==> config.mk <==
export PLATFORM = sky130hd
export DESIGN_NAME = countdown_6bit
export DESIGN_NICKNAME = d
export VERILOG_FILES = /design/src/rtl/countdown_6bit.sv
export SDC_FILE = /design/constraint.sdc
export NUM_CORES = 1
export LEC_CHECK = 0
export ABC_AREA = 1
export BUFFER_PORTS_ARGS = -buffer_cell sky130_fd_sc_hd__buf_2
export CORE_AREA = 2 2 39 41
export DETAILED_ROUTE_END_ITERATION = 8
export DIE_AREA = 0 0 41 43
export GPL_ROUTABILITY_DRIVEN = 0
export MAX_ROUTING_LAYER = met4
export PLACE_DENSITY = 0.79
export SLEW_MARGIN = 15
export SYNTH_ARGS = -nofsm -noshare
export SYNTH_HDL_FRONTEND = slang
export SYNTH_SLANG_ARGS = --single-unit
==> constraint.sdc <==
create_clock -name i_clk -period 3.5 [get_ports i_clk]
set_clock_uncertainty 0.05 [all_clocks]
set_input_delay 0.7 -clock i_clk [delete_from_list [all_inputs] [get_ports i_clk]]
set_output_delay 0.7 -clock i_clk [all_outputs]
set_load 0.01 [all_outputs]
==> src/rtl/countdown_6bit.sv <==
// countdown_6bit: loadable 6-bit down-counter with pause, a terminal-count pulse
// and optional auto-reload from the last loaded value.
module countdown_6bit #(
    parameter int AUTO_RELOAD = 0
) (
    input  logic       i_clk,
    input  logic       i_rst_n,
    input  logic       i_load,
    input  logic [5:0] i_load_val,
    input  logic       i_start,
    input  logic       i_pause,
    output logic [5:0] o_q,
    output logic       o_busy,
    output logic       o_done,
    output logic       o_zero
);
    typedef enum logic [1:0] {IDLE, RUN, DONE} state_t;

    state_t     r_state, w_state_nxt;
    logic [5:0] r_q, w_q_nxt, r_reload;
    logic       r_done, w_done_nxt;

    always_ff @(posedge i_clk or negedge i_rst_n) begin
        if (!i_rst_n) begin
            r_state  <= IDLE;
            r_q      <= '0;
            r_reload <= '0;
            r_done   <= 1'b0;
        end else begin
            r_state  <= w_state_nxt;
            r_q      <= w_q_nxt;
            r_done   <= w_done_nxt;
            if (i_load) r_reload <= i_load_val;
        end
    end

    // done is registered off the 1->0 step, so a paused zero or a reload never re-fires it
    always_comb begin
        w_state_nxt = r_state;
        w_q_nxt     = r_q;
        w_done_nxt  = 1'b0;
        if (i_load) begin
            w_q_nxt     = i_load_val;
            w_state_nxt = IDLE;
        end else begin
            case (r_state)
                IDLE: w_state_nxt = (i_start && r_q != 6'd0) ? RUN : IDLE;
                RUN: if (!i_pause) begin
                    if (r_q > 6'd1) begin
                        w_q_nxt = r_q - 6'd1;
                    end else if (r_q == 6'd1) begin
                        w_q_nxt     = 6'd0;
                        w_done_nxt  = 1'b1;
                        w_state_nxt = (AUTO_RELOAD != 0) ? RUN : DONE;
                    end else if (AUTO_RELOAD != 0) begin
                        w_q_nxt = r_reload;
                    end else begin
                        w_state_nxt = IDLE;
                    end
                end
                default: w_state_nxt = IDLE;
            endcase
        end
    end

    assign o_q    = r_q;
    assign o_busy = (r_state == RUN);
    assign o_done = r_done;
    assign o_zero = (r_q == 6'd0);
endmodule

==> flow_metrics.py <==
metrics = {
    "status": {
        "run_status": "complete, no violations",
    },
    "place": {
        "io_buffers": 19,
        "hpwl_um": 995,
        "placed_area_um2": 697,
    },
    "synth": {
        "synthCells": 81,
        "yosysMostFrequentCell": "nand2_1",
        "synth_top_area_share_pct": 38.2,
        "synth_edf_count": 0,
        "synth_top_area_cell": "dfrtp_1",
        "ys_seq_area_share_pct": 38.2,
        "yosysWarnings": 0,
        "synthArstFlopShare_pct": 100,
        "yosys-top-cells-area": "dfrtp_1, nand2_1, nand3_1",
        "ys_ff_latch": 9,
        "synth_ff_type": "dfrtp_1",
        "synth_cell_type_count": 15,
        "synth_nets": 95,
        "synth_area_um2": 589,
        "postSynthAreaPerCell_um2": 7.28,
        "synth_commonest_cells": "nand2_1, nand3_1, inv_1, dfrtp_1",
    },
    "routing": {
        "drc": 0,
        "vias": 597,
        "first_iter_violations": 8,
        "routed_via_density": 5.02,
        "drt-total-wl_um": 1260,
        "routedWlPerCell_um": 10.6,
        "firstDrtPassIters": 4,
        "postRouteAntennaNets": 0,
    },
    "setup_path": {
        "worstSetupPathType": "reg -> out",
        "endpoint": "o_zero",
        "arrival_ns": 1.27,
        "worstSetupStartpoint": "o_q[0]$_DFFE_PN0P_",
        "rr_worst_depth": 9,
        "rr_startpoint": "o_q[0]$_DFFE_PN0P_",
        "critPathRequiredTime_ns": 2.75,
        "r2r-end": "o_q[5]$_DFFE_PN0P_",
        "r2r_slack_ns": 1.95,
        "cp-end-kind": "output pin",
        "path_max_fanout": 6,
        "cp-start-kind": "flip-flop",
    },
    "layout": {
        "layout.nets": 118,
        "layout-drive-gt1-share_pct": 27.2,
        "antennaDiodeCount": 0,
        "fin_area_um2": 723,
        "n_fill_cell": 141,
        "syn2layout_area_growth_pct": 22.7,
    },
    "global_route": {
        "met1_usage_pct": 20.1,
        "grt_use_met2_pct": 28.7,
        "grt_pass1_vias": 522,
        "grt-busiest-layer": "met2",
        "antenna_found_initial": 0,
        "met3_usage_pct": 6.28,
        "grt_max_degree": 12,
        "grt_pass1_wl_um": 2100,
        "grt_usage_pct": 18.1,
        "overflow": 0,
    },
    "floorplanning": {
        "core_area_um2": 1380,
        "io_pins": 20,
        "start_util_pct": 42.6,
        "placementRows": 14,
        "design.die.area_um2": 1760,
        "die_h_um": 43,
        "die-width_um": 41,
    },
    "clocking": {
        "ctsHoldBuffers": 0,
        "cts_buffer_depth": 2,
        "cts_resized": 0,
        "cts_root_buf": "clkbuf_4",
        "numCtsBuffers": 3,
        "clk_pin_slew_ns": 0.07,
        "clock_sinks": 9,
        "cts_tree": "yes",
        "cts_max_level": 1,
        "clk_latency_ns": 0.26,
        "post_cts_buffers": 0,
    },
    "pwr": {
        "p_sw_share_pct": 36.5,
        "p_leak_nw": 0.408,
        "p_comb_share_pct": 32.6,
        "vdd_drop_max_uv": 221,
        "power_switching_uw": 116,
        "p_per_area_nw_per_um2": 438,
        "seqPwrFrac_pct": 41.1,
        "fin_total_pwr_uw": 316,
        "p_int_uw": 201,
        "clkPwrFrac_pct": 26.2,
    },
    "sta": {
        "fin_crit_ns": 2.02,
        "slew_viol_final": 0,
        "worst_pin_slew_ns": 0.316,
        "hold_viol_final": 0,
        "fin_setup_tns_ns": 0,
        "clock.fmax_mhz": 495,
        "rsz0062_at_grt": "false",
        "max-slew-margin-rel_pct": 78.9,
        "setup_viol": 0,
        "fin_crit_sh_pct": 57.8,
    },
    "min_path": {
        "hp-class": "in -> async",
    },
    "flow_run": {
        "maxCapViolations": 0,
    },
}
flip-flops by register name (all words and copies together) (netlist names):
signal and flops:
o_q 6, r_state 2, o_done 1
layout make-up:
type | count | area (um^2) | area share, %
flip-flops and latches | 9 | 225 | 31.1
clock buffers | 4 | 26.3 | 3.63
repair buffers | 19 | 95.1 | 13.1
inverters | 11 | 41.3 | 5.71
multi-input cells | 60 | 315 | 43.6
well taps | 16 | 20.0 | 2.77
worst min path at each step:
stage          cells after the start                      to  slack, ns
2_1_floorplan                      0        o_done$_DFF_PN0_       0.35
3_3_place_gp                       2      o_q[0]$_DFFE_PN0P_       0.49
3_5_place_dp                       2      o_q[1]$_DFFE_PN0P_       0.50
4_1_cts                            1  r_state[0]$_DFFE_PN0P_       0.24
5_1_grt                            1        o_done$_DFF_PN0_       0.23
6_report                           1  r_state[0]$_DFFE_PN0P_       0.23
critical path, cell delays in order, from the launching register on:
cell and delay (ns):
dfrtp_1 0.40, inv_1 0.16, ha_1 0.17, nand3_1 0.10
inv_1 0.06, buf_2 0.12
metal layers:
layer	vias up	routed length, um
met5	-	0
met4	0	16
met3	2	46
met2	15	669
met1	279	531
li1	301	-
kinds of logic after synthesis:
group | Yosys count | synth area share, %
AND/OR/NAND/NOR | 53 | 41.8
buffers and inverters | 12 | 8.28
flip-flops | 9 | 38.2
XOR/XNOR | 3 | 4.46
adder cells (fa/ha/maj) | 3 | 6.37
AO/OA/AOI/OAI | 1 | 0.848
placed cells by master, fill, tap and decap left out:
cell type	count
nand4_1	3
inv_1	11
clkbuf_4	3
nand2_2	1
nor2_1	4
dfrtp_1	9
buf_2	19
xor2_1	1
clkbuf_1	1
ha_1	3
nand3_2	1
o21ai_0	1
nor2_2	4
nand3_1	15
nor3_1	2
nand2_1	23
xnor2_1	2
stage by stage:
step	hold slack [ns]	utilization, %	setup slack [ns]	instances
floorplan	0.354	-	1.85	81
detailed placement	0.504	50.4	1.76	115
global placement	0.489	50.4	1.79	115
CTS	0.235	52.3	1.47	119
global route	0.229	52.3	1.39	119
finish	0.231	52.3	1.48	119
power by group through the flow:
stage | Clock, mW | Combinational [mW] | Sequential [mW]
after floorplan | 0 | 0.0667 | 0.135
after global placement | 0 | 0.102 | 0.131
after detailed placement | 0 | 0.104 | 0.132
after CTS | 0.0836 | 0.105 | 0.130
after global routing | 0.0910 | 0.120 | 0.132
final | 0.0830 | 0.103 | 0.130
Note: power is estimated with default switching activity, not from simulation.
